<file path="src/rtl/bram_row_loader_pkg.sv">
// simd_pkg: shared geometry, row type and loader states for the SIMD input path.
package simd_pkg;
   localparam int PE_COUNT   = 4;
   localparam int DATA_WIDTH = 32;
   localparam int BRAM_DEPTH = 2048;
   localparam int ADDR_WIDTH = $clog2(BRAM_DEPTH);
   typedef logic [PE_COUNT-1:0][DATA_WIDTH-1:0] row_t;
   typedef enum logic [1:0] {IDLE, LOAD, FLUSH, HOLD} loader_state_e;
endpackage

</file>
<file path="src/rtl/bram_row_loader_if.sv">
// bram_row_loader_if: valid/ready row stream feeding the loader.
interface bram_row_loader_if;
   import simd_pkg::*;
   logic valid;
   logic ready;
   logic last;
   row_t data;
   modport master (output valid, data, last, input ready);
   modport slave (input valid, data, last, output ready);
endinterface

</file>
<file path="src/rtl/bram_row_loader.sv">
// bram_row_loader: streams a frame of rows into the input BRAM, then holds in_data_valid
// until the processor reports completion.
module bram_row_loader
   import simd_pkg::*;
(
   input  logic                  clk,
   input  logic                  rstn,
   input  logic                  start,
   input  logic [ADDR_WIDTH-1:0] cfg_base_addr,
   input  logic [ADDR_WIDTH:0]   cfg_len,
   input  logic                  stall,
   bram_row_loader_if.slave      s,
   output logic [ADDR_WIDTH-1:0] BRAM_PORTA_0_addr,
   output row_t                  BRAM_PORTA_0_din,
   output logic                  BRAM_PORTA_0_we,
   output logic                  in_data_valid,
   input  logic                  out_data_valid,
   output logic                  busy,
   output logic                  err_len
);
   localparam logic [ADDR_WIDTH:0] DEPTH = (ADDR_WIDTH+1)'(BRAM_DEPTH);
   loader_state_e state, state_n;
   logic [ADDR_WIDTH:0] cnt, len, len_clamp, sum;
   logic [ADDR_WIDTH-1:0] base, wr_addr;
   logic accept, last_beat;
   assign len_clamp = cfg_len > DEPTH ? DEPTH : cfg_len;
   assign s.ready = state == LOAD && !stall;
   assign accept = s.valid && s.ready;
   assign last_beat = cnt == len - 1'b1;
   // base and cnt are both below DEPTH, so one conditional subtract wraps the address
   assign sum = {1'b0, base} + cnt;
   assign wr_addr = sum >= DEPTH ? ADDR_WIDTH'(sum - DEPTH) : sum[ADDR_WIDTH-1:0];
   assign in_data_valid = state == HOLD;
   assign busy = state != IDLE;
   always_comb begin
      state_n = state;
      case (state)
         IDLE:  state_n = start ? (len_clamp == '0 ? HOLD : LOAD) : IDLE;
         LOAD:  state_n = accept && last_beat ? FLUSH : LOAD;
         FLUSH: state_n = HOLD;
         HOLD:  state_n = out_data_valid ? IDLE : HOLD;
         default: state_n = IDLE;
      endcase
   end
   always_ff @(posedge clk) begin
      if (!rstn) begin
         state             <= IDLE;
         cnt               <= '0;
         len               <= '0;
         base              <= '0;
         BRAM_PORTA_0_we   <= 1'b0;
         BRAM_PORTA_0_addr <= '0;
         BRAM_PORTA_0_din  <= '0;
         err_len           <= 1'b0;
      end else begin
         state           <= state_n;
         BRAM_PORTA_0_we <= accept;
         if (state == IDLE && start) begin
            base    <= cfg_base_addr;
            len     <= len_clamp;
            cnt     <= '0;
            err_len <= 1'b0;
         end
         if (accept) begin
            BRAM_PORTA_0_addr <= wr_addr;
            BRAM_PORTA_0_din  <= s.data;
            cnt               <= cnt + 1'b1;
            if (s.last != last_beat) err_len <= 1'b1;
         end
      end
   end
endmodule

</file>
<file path="src/flat_wrapper.sv">
// flat-port wrapper written by rule: the top's interface ports become plain ports
module bram_row_loader_flat import simd_pkg::*;
  (clk, rstn, start, cfg_base_addr, cfg_len, stall, BRAM_PORTA_0_addr, BRAM_PORTA_0_din, BRAM_PORTA_0_we, in_data_valid, out_data_valid, busy, err_len, s_valid, s_data, s_last, s_ready);
  bram_row_loader_if s_i ();
  input  logic clk;
  input  logic rstn;
  input  logic start;
  input  logic [ADDR_WIDTH-1:0] cfg_base_addr;
  input  logic [ADDR_WIDTH:0] cfg_len;
  input  logic stall;
  output logic [ADDR_WIDTH-1:0] BRAM_PORTA_0_addr;
  output row_t BRAM_PORTA_0_din;
  output logic BRAM_PORTA_0_we;
  output logic in_data_valid;
  input  logic out_data_valid;
  output logic busy;
  output logic err_len;
  input wire logic [$bits(s_i.valid)-1:0] s_valid;
  input wire logic [$bits(s_i.data)-1:0] s_data;
  input wire logic [$bits(s_i.last)-1:0] s_last;
  output wire logic [$bits(s_i.ready)-1:0] s_ready;
  assign s_i.valid = s_valid;
  assign s_i.data = s_data;
  assign s_i.last = s_last;
  assign s_ready = s_i.ready;
  bram_row_loader u_core (.clk(clk), .rstn(rstn), .start(start), .cfg_base_addr(cfg_base_addr), .cfg_len(cfg_len), .stall(stall), .s(s_i), .BRAM_PORTA_0_addr(BRAM_PORTA_0_addr), .BRAM_PORTA_0_din(BRAM_PORTA_0_din), .BRAM_PORTA_0_we(BRAM_PORTA_0_we), .in_data_valid(in_data_valid), .out_data_valid(out_data_valid), .busy(busy), .err_len(err_len));
endmodule
</file>
<file path="config.mk">
export PLATFORM = sky130hd
export DESIGN_NAME = bram_row_loader_flat
export DESIGN_NICKNAME = d
export VERILOG_FILES = /design/src/rtl/bram_row_loader_pkg.sv /design/src/rtl/bram_row_loader_if.sv /design/src/rtl/bram_row_loader.sv /design/src/flat_wrapper.sv
export SDC_FILE = /design/constraint.sdc
export NUM_CORES = 1
export LEC_CHECK = 0
export ABC_AREA = 1
export BUFFER_PORTS_ARGS = -buffer_cell sky130_fd_sc_hd__buf_2
export CELL_PAD_IN_SITES_DETAIL_PLACEMENT = 1
export CELL_PAD_IN_SITES_GLOBAL_PLACEMENT = 1
export CORE_MARGIN = 8
export CORE_UTILIZATION = 36
export CTS_CLUSTER_DIAMETER = 40
export CTS_CLUSTER_SIZE = 12
export DETAILED_ROUTE_END_ITERATION = 12
export GPL_ROUTABILITY_DRIVEN = 0
export PLACE_DENSITY_LB_ADDON = 0.1
export RECOVER_POWER = 100
export SYNTH_ARGS = -nofsm -noshare
export SYNTH_HDL_FRONTEND = slang
export SYNTH_SLANG_ARGS = --single-unit
export TNS_END_PERCENT = 10
</file>
<file path="constraint.sdc">
create_clock -name clk -period 3.8 [get_ports clk]
set_input_delay 0.76 -clock clk [delete_from_list [all_inputs] [get_ports clk]]
set_output_delay 0.76 -clock clk [all_outputs]
set_load 0.01 [all_outputs]
</file>
==> impl_metrics.prom <==
# TYPE chip_impl_metric gauge
chip_impl_metric{name="drv_slew",unit=""} 0
chip_impl_metric{name="clock_share_of_power",unit="%"} 39.6
chip_impl_info{name="worst_setup_path_start_kind",value="flip-flop"} 1
chip_impl_metric{name="layout.core_utilization",unit="%"} 46.8
chip_impl_metric{name="postCtsSetupBuffers",unit=""} 0
chip_impl_metric{name="avgSynthCellArea",unit="um^2"} 7.21
chip_impl_metric{name="postSynthRegisterBits",unit=""} 178
chip_impl_info{name="critical_path.top_delay_family",value="buffers and inverters"} 1
chip_impl_metric{name="ios",unit=""} 302
chip_impl_metric{name="final_min_period_over_clock_period",unit="%"} 64.5
chip_impl_info{name="reg2reg_from",value="u_core.state[1]"} 1
chip_impl_metric{name="synth.cell_area",unit="um^2"} 7430
chip_impl_metric{name="share_comb_of_total_power",unit="%"} 13.4
chip_impl_metric{name="clk_pin_slew_worst_paths",unit="ns"} 0.08
chip_impl_info{name="grt_setup_unrepaired",value="false"} 1
chip_impl_metric{name="synth-seq-area-share",unit="%"} 48.0
chip_impl_metric{name="fill_cells",unit=""} 2739
chip_impl_metric{name="cts_buffers",unit=""} 17
chip_impl_info{name="synthMostInstantiatedCell",value="sky130_fd_sc_hd__nor2_1"} 1
chip_impl_info{name="cpMostUsedCell",value="sky130_fd_sc_hd__nor2_1"} 1
chip_impl_metric{name="seq_power_share",unit="%"} 47.0
chip_impl_metric{name="timing_limited_maximum_frequency",unit="MHz"} 408
chip_impl_metric{name="post-dp-hpwl",unit="um"} 18400
chip_impl_metric{name="cellPowerDensity",unit="nW/um^2"} 451
chip_impl_metric{name="worst-path-max-fanout",unit=""} 45
chip_impl_metric{name="setup_tns",unit="ns"} 0
chip_impl_metric{name="worst_slew_margin_rel",unit="%"} 13.8
chip_impl_metric{name="max_cap_violations",unit=""} 0
chip_impl_metric{name="coreArea",unit="um^2"} 20200
chip_impl_metric{name="routed_wl",unit="um"} 24700
chip_impl_metric{name="leakagePower",unit="nW"} 4.06
chip_impl_metric{name="synth_largest_type_area_fraction",unit="%"} 48.0
chip_impl_info{name="hold_path_class",value="reg -> reg"} 1
chip_impl_info{name="synth_ff_type",value="sky130_fd_sc_hd__dfxtp_1"} 1
chip_impl_metric{name="grt_first_pass_wirelength",unit="um"} 40000
chip_impl_metric{name="peakVddDrop",unit="V"} 0.000272
chip_impl_info{name="ys_top_cells_by_area",value="sky130_fd_sc_hd__dfxtp_1 (48%), sky130_fd_sc_hd__nor2_1 (16%), sky130_fd_sc_hd__o21ai_0 (11%), sky130_fd_sc_hd__nand2_1 (5.8%), sky130_fd_sc_hd__inv_1 (3.1%)"} 1
chip_impl_metric{name="synth_edf_count",unit=""} 0
chip_impl_metric{name="drc",unit=""} 0
chip_impl_info{name="timing.rr.end",value="u_core.BRAM_PORTA_0_addr[2]"} 1
chip_impl_metric{name="p_sw",unit="mW"} 1.22
chip_impl_metric{name="post_cts_resized",unit=""} 0
chip_impl_metric{name="numPortBuffers",unit=""} 301
chip_impl_info{name="critPathKind",value="reg -> reg"} 1
chip_impl_metric{name="largest_net_degree_at_the_start_of_global_routing",unit=""} 74
chip_impl_metric{name="route.antenna.remaining_nets",unit=""} 0
chip_impl_metric{name="timing.final.setup_violations",unit=""} 0
chip_impl_metric{name="nNetsFinal",unit=""} 1478
chip_impl_info{name="min_from",value="u_core.BRAM_PORTA_0_din[29]"} 1
chip_impl_info{name="outcome",value="completed"} 1
chip_impl_metric{name="fp.dieArea",unit="um^2"} 25500
chip_impl_metric{name="rr_worst_depth",unit=""} 8
chip_impl_metric{name="via_per_inst",unit=""} 4.72
chip_impl_info{name="synth_common_cells",value="sky130_fd_sc_hd__nor2_1 (325), sky130_fd_sc_hd__dfxtp_1 (178), sky130_fd_sc_hd__o21ai_0 (163), sky130_fd_sc_hd__nand2_1 (114), sky130_fd_sc_hd__inv_1 (61)"} 1
chip_impl_metric{name="rows",unit=""} 52
chip_impl_metric{name="clock_path_buffers",unit=""} 2
chip_impl_info{name="synthDominantAreaCellType",value="sky130_fd_sc_hd__dfxtp_1"} 1
chip_impl_metric{name="final_period_minus_worst_setup_slack",unit="ns"} 2.45
chip_impl_info{name="worstPathCellList",value="inv_1 > nand2_1 > nor2_1 > nand2_4 > inv_4 > clkbuf_1 > nor2_1 > a211oi_1"} 1
chip_impl_metric{name="internal_power",unit="mW"} 3.06
chip_impl_metric{name="grt_pass1_vias",unit=""} 7719
chip_impl_metric{name="switching_share",unit="%"} 28.5
chip_impl_metric{name="rrSetupSlack",unit="ns"} 1.35
chip_impl_info{name="worstSetupEndpoint",value="u_core.BRAM_PORTA_0_addr[2]"} 1
chip_impl_metric{name="length_of_the_first_detailed_routing_pass_in_iterations",unit=""} 4
chip_impl_metric{name="grt_antenna_before_repair",unit=""} 9
chip_impl_metric{name="ys_warnings",unit=""} 0
chip_impl_metric{name="ys_async_sr_fraction",unit="%"} 0
chip_impl_metric{name="ys_types",unit=""} 38
chip_impl_info{name="critical_path.slowest_cell",value="sky130_fd_sc_hd__clkbuf_1"} 1
chip_impl_metric{name="worst-endpoint-required",unit="ns"} 4.12
chip_impl_metric{name="cts_num_sinks",unit=""} 178
chip_impl_info{name="clock-root-buffer",value="sky130_fd_sc_hd__clkbuf_16"} 1
chip_impl_info{name="critical_path_capture_point_type",value="flip-flop"} 1
chip_impl_info{name="worst_setup_path_start",value="u_core.state[1]"} 1
chip_impl_metric{name="drt_first_iter_violations",unit=""} 309
chip_impl_metric{name="global_route.usage.total",unit="%"} 19.2
chip_impl_metric{name="floorplan.die.height",unit="um"} 160
chip_impl_metric{name="grt_overflow",unit=""} 0
chip_impl_metric{name="timing.critical_path.arrival",unit="ns"} 2.77
chip_impl_metric{name="worst-path-stages",unit=""} 8
chip_impl_metric{name="worst_pin_slew",unit="ns"} 1.29
chip_impl_metric{name="timing_hold_violations_final",unit=""} 0
chip_impl_metric{name="initial_utilization",unit="%"} 36.7
chip_impl_metric{name="worstPathBufferInverterCount",unit=""} 3
chip_impl_metric{name="mappedNetlistNets",unit=""} 1202
chip_impl_info{name="tritoncts",value="yes"} 1
chip_impl_metric{name="critPathMaxStageDelay",unit="ns"} 0.83
chip_impl_metric{name="die_w",unit="um"} 160
chip_impl_metric{name="timing.clock.skew",unit="ns"} 0.0147
chip_impl_metric{name="synthCells",unit=""} 1031
chip_impl_metric{name="wl_per_cell",unit="um"} 15.5
chip_impl_metric{name="cts_hold_repair.buffers",unit=""} 0
chip_impl_metric{name="insertion_delay",unit="ns"} 0.43
chip_impl_metric{name="area.growth.synth_to_final",unit="%"} 27.6
chip_impl_metric{name="cts-htree-levels",unit=""} 4
chip_impl_metric{name="detailroute.via_count",unit=""} 7507
chip_impl_metric{name="layout-drive-gt1-share",unit="%"} 15.9
placed cells by master (no fill, tap or decap), types with 3 or more instances in the layout:
| cell | synthesis | final |
|---|---|---|
| sky130_fd_sc_hd__nor2_1 | 325 | 328 |
| sky130_fd_sc_hd__dfxtp_1 | 178 | 178 |
| sky130_fd_sc_hd__o21ai_0 | 163 | 163 |
| sky130_fd_sc_hd__buf_2 | 15 | 156 |
| sky130_fd_sc_hd__clkbuf_1 | 36 | 148 |
| sky130_fd_sc_hd__nand2_1 | 114 | 114 |
| sky130_fd_sc_hd__inv_1 | 61 | 61 |
| sky130_fd_sc_hd__nand3_1 | 36 | 36 |
| sky130_fd_sc_hd__a21oi_1 | 26 | 27 |
| sky130_fd_sc_hd__clkbuf_16 | 0 | 17 |
| sky130_fd_sc_hd__ha_1 | 12 | 12 |
| sky130_fd_sc_hd__xor2_1 | 7 | 7 |
| sky130_fd_sc_hd__nor3_1 | 7 | 7 |
| sky130_fd_sc_hd__xnor2_1 | 6 | 6 |
| sky130_fd_sc_hd__buf_4 | 3 | 5 |
| sky130_fd_sc_hd__a211oi_1 | 4 | 4 |
| sky130_fd_sc_hd__inv_8 | 0 | 4 |
| sky130_fd_sc_hd__inv_6 | 0 | 4 |
| sky130_fd_sc_hd__clkinvlp_4 | 0 | 3 |
| sky130_fd_sc_hd__clkbuf_2 | 0 | 3 |
layer usage:
metal	vias up	GRT usage [%]	routed length (um)
met3	37	7.40	1700
met4	14	4.85	374
li1	3860	-	-
met5	-	0	75
met1	3447	20.8	10200
met2	149	34.3	12400
sequential cells by signal (all words and copies together), names as in the netlist:
signal,cells
u_core.len,12
u_core.BRAM_PORTA_0_din,128
u_core.BRAM_PORTA_0_addr,11
u_core.BRAM_PORTA_0_we,1
u_core.cnt,12
u_core.err_len,1
u_core.state,2
u_core.base,11
worst register-to-register path: stages, from the launching register on:
cell and delay, ns:
sky130_fd_sc_hd__dfxtp_1 0.33, sky130_fd_sc_hd__inv_1 0.10, sky130_fd_sc_hd__nand2_1 0.07, sky130_fd_sc_hd__nor2_1 0.20, sky130_fd_sc_hd__nand2_4 0.09, sky130_fd_sc_hd__inv_4 0.39, sky130_fd_sc_hd__clkbuf_1 0.84, sky130_fd_sc_hd__nor2_1 0.09
sky130_fd_sc_hd__a211oi_1 0.23
layout make-up:
| cell class | instances | area (um^2) | share of cell area (%) |
|---|---|---|---|
| flip-flops and latches | 178 | 3560 | 37.6 |
| diodes | 2 | 5.00 | 0.0528 |
| inverters | 62 | 235 | 2.48 |
| multi-input cells | 737 | 3390 | 35.8 |
| repair buffers | 311 | 1390 | 14.6 |
| well taps | 270 | 338 | 3.56 |
| clock inverters | 13 | 116 | 1.23 |
| clock buffers | 19 | 443 | 4.67 |
cells by family after synthesis:
| logic type | Yosys count | synth area share (%) |
|---|---|---|
| AND/OR/NAND/NOR | 502 | 27.1 |
| AO/OA/AOI/OAI | 209 | 14.9 |
| flip-flops | 178 | 48.0 |
| buffers and inverters | 116 | 6.27 |
| XOR/XNOR | 13 | 1.53 |
| adder cells (fa/ha/maj) | 13 | 2.29 |
worst min path at each step:
stage                                               to  slack [ns]  cells after the start
after floorplan                         u_core.base[3]        0.46                      2
after global placement     u_core.BRAM_PORTA_0_din[65]        0.46                      2
after detailed placement   u_core.BRAM_PORTA_0_din[36]        0.47                      2
after CTS                 u_core.BRAM_PORTA_0_din[127]        0.48                      2
after global routing       u_core.BRAM_PORTA_0_din[60]        0.51                      2
final                      u_core.BRAM_PORTA_0_din[29]        0.48                      2
through the flow:
| step | instance area (um^2) | hold WS, ns | setup WS [ns] | instances | power, mW |
|---|---|---|---|---|---|
| detailed placement | 9130 | 0.466 | 1.54 | 1558 | 2.66 |
| CTS | 9680 | 0.482 | 1.77 | 1590 | 4.36 |
| finish | 9480 | 0.482 | 1.35 | 1592 | 4.27 |
| floorplan | 7430 | 0.462 | 2.07 | 1031 | 2.41 |
| global route | 9480 | 0.507 | 1.05 | 1592 | 4.50 |
| global placement | 9130 | 0.457 | 1.60 | 1558 | 2.64 |
power by group through the flow:
stage	logic (mW)	clock network, mW	registers, mW
floorplan	0.330	0	2.08
global placement	0.595	0	2.05
detailed placement	0.606	0	2.05
CTS	0.610	1.74	2.01
global route	0.661	1.82	2.02
finish	0.573	1.69	2.01
No activity file was read; power rests on OpenSTA's default activity.
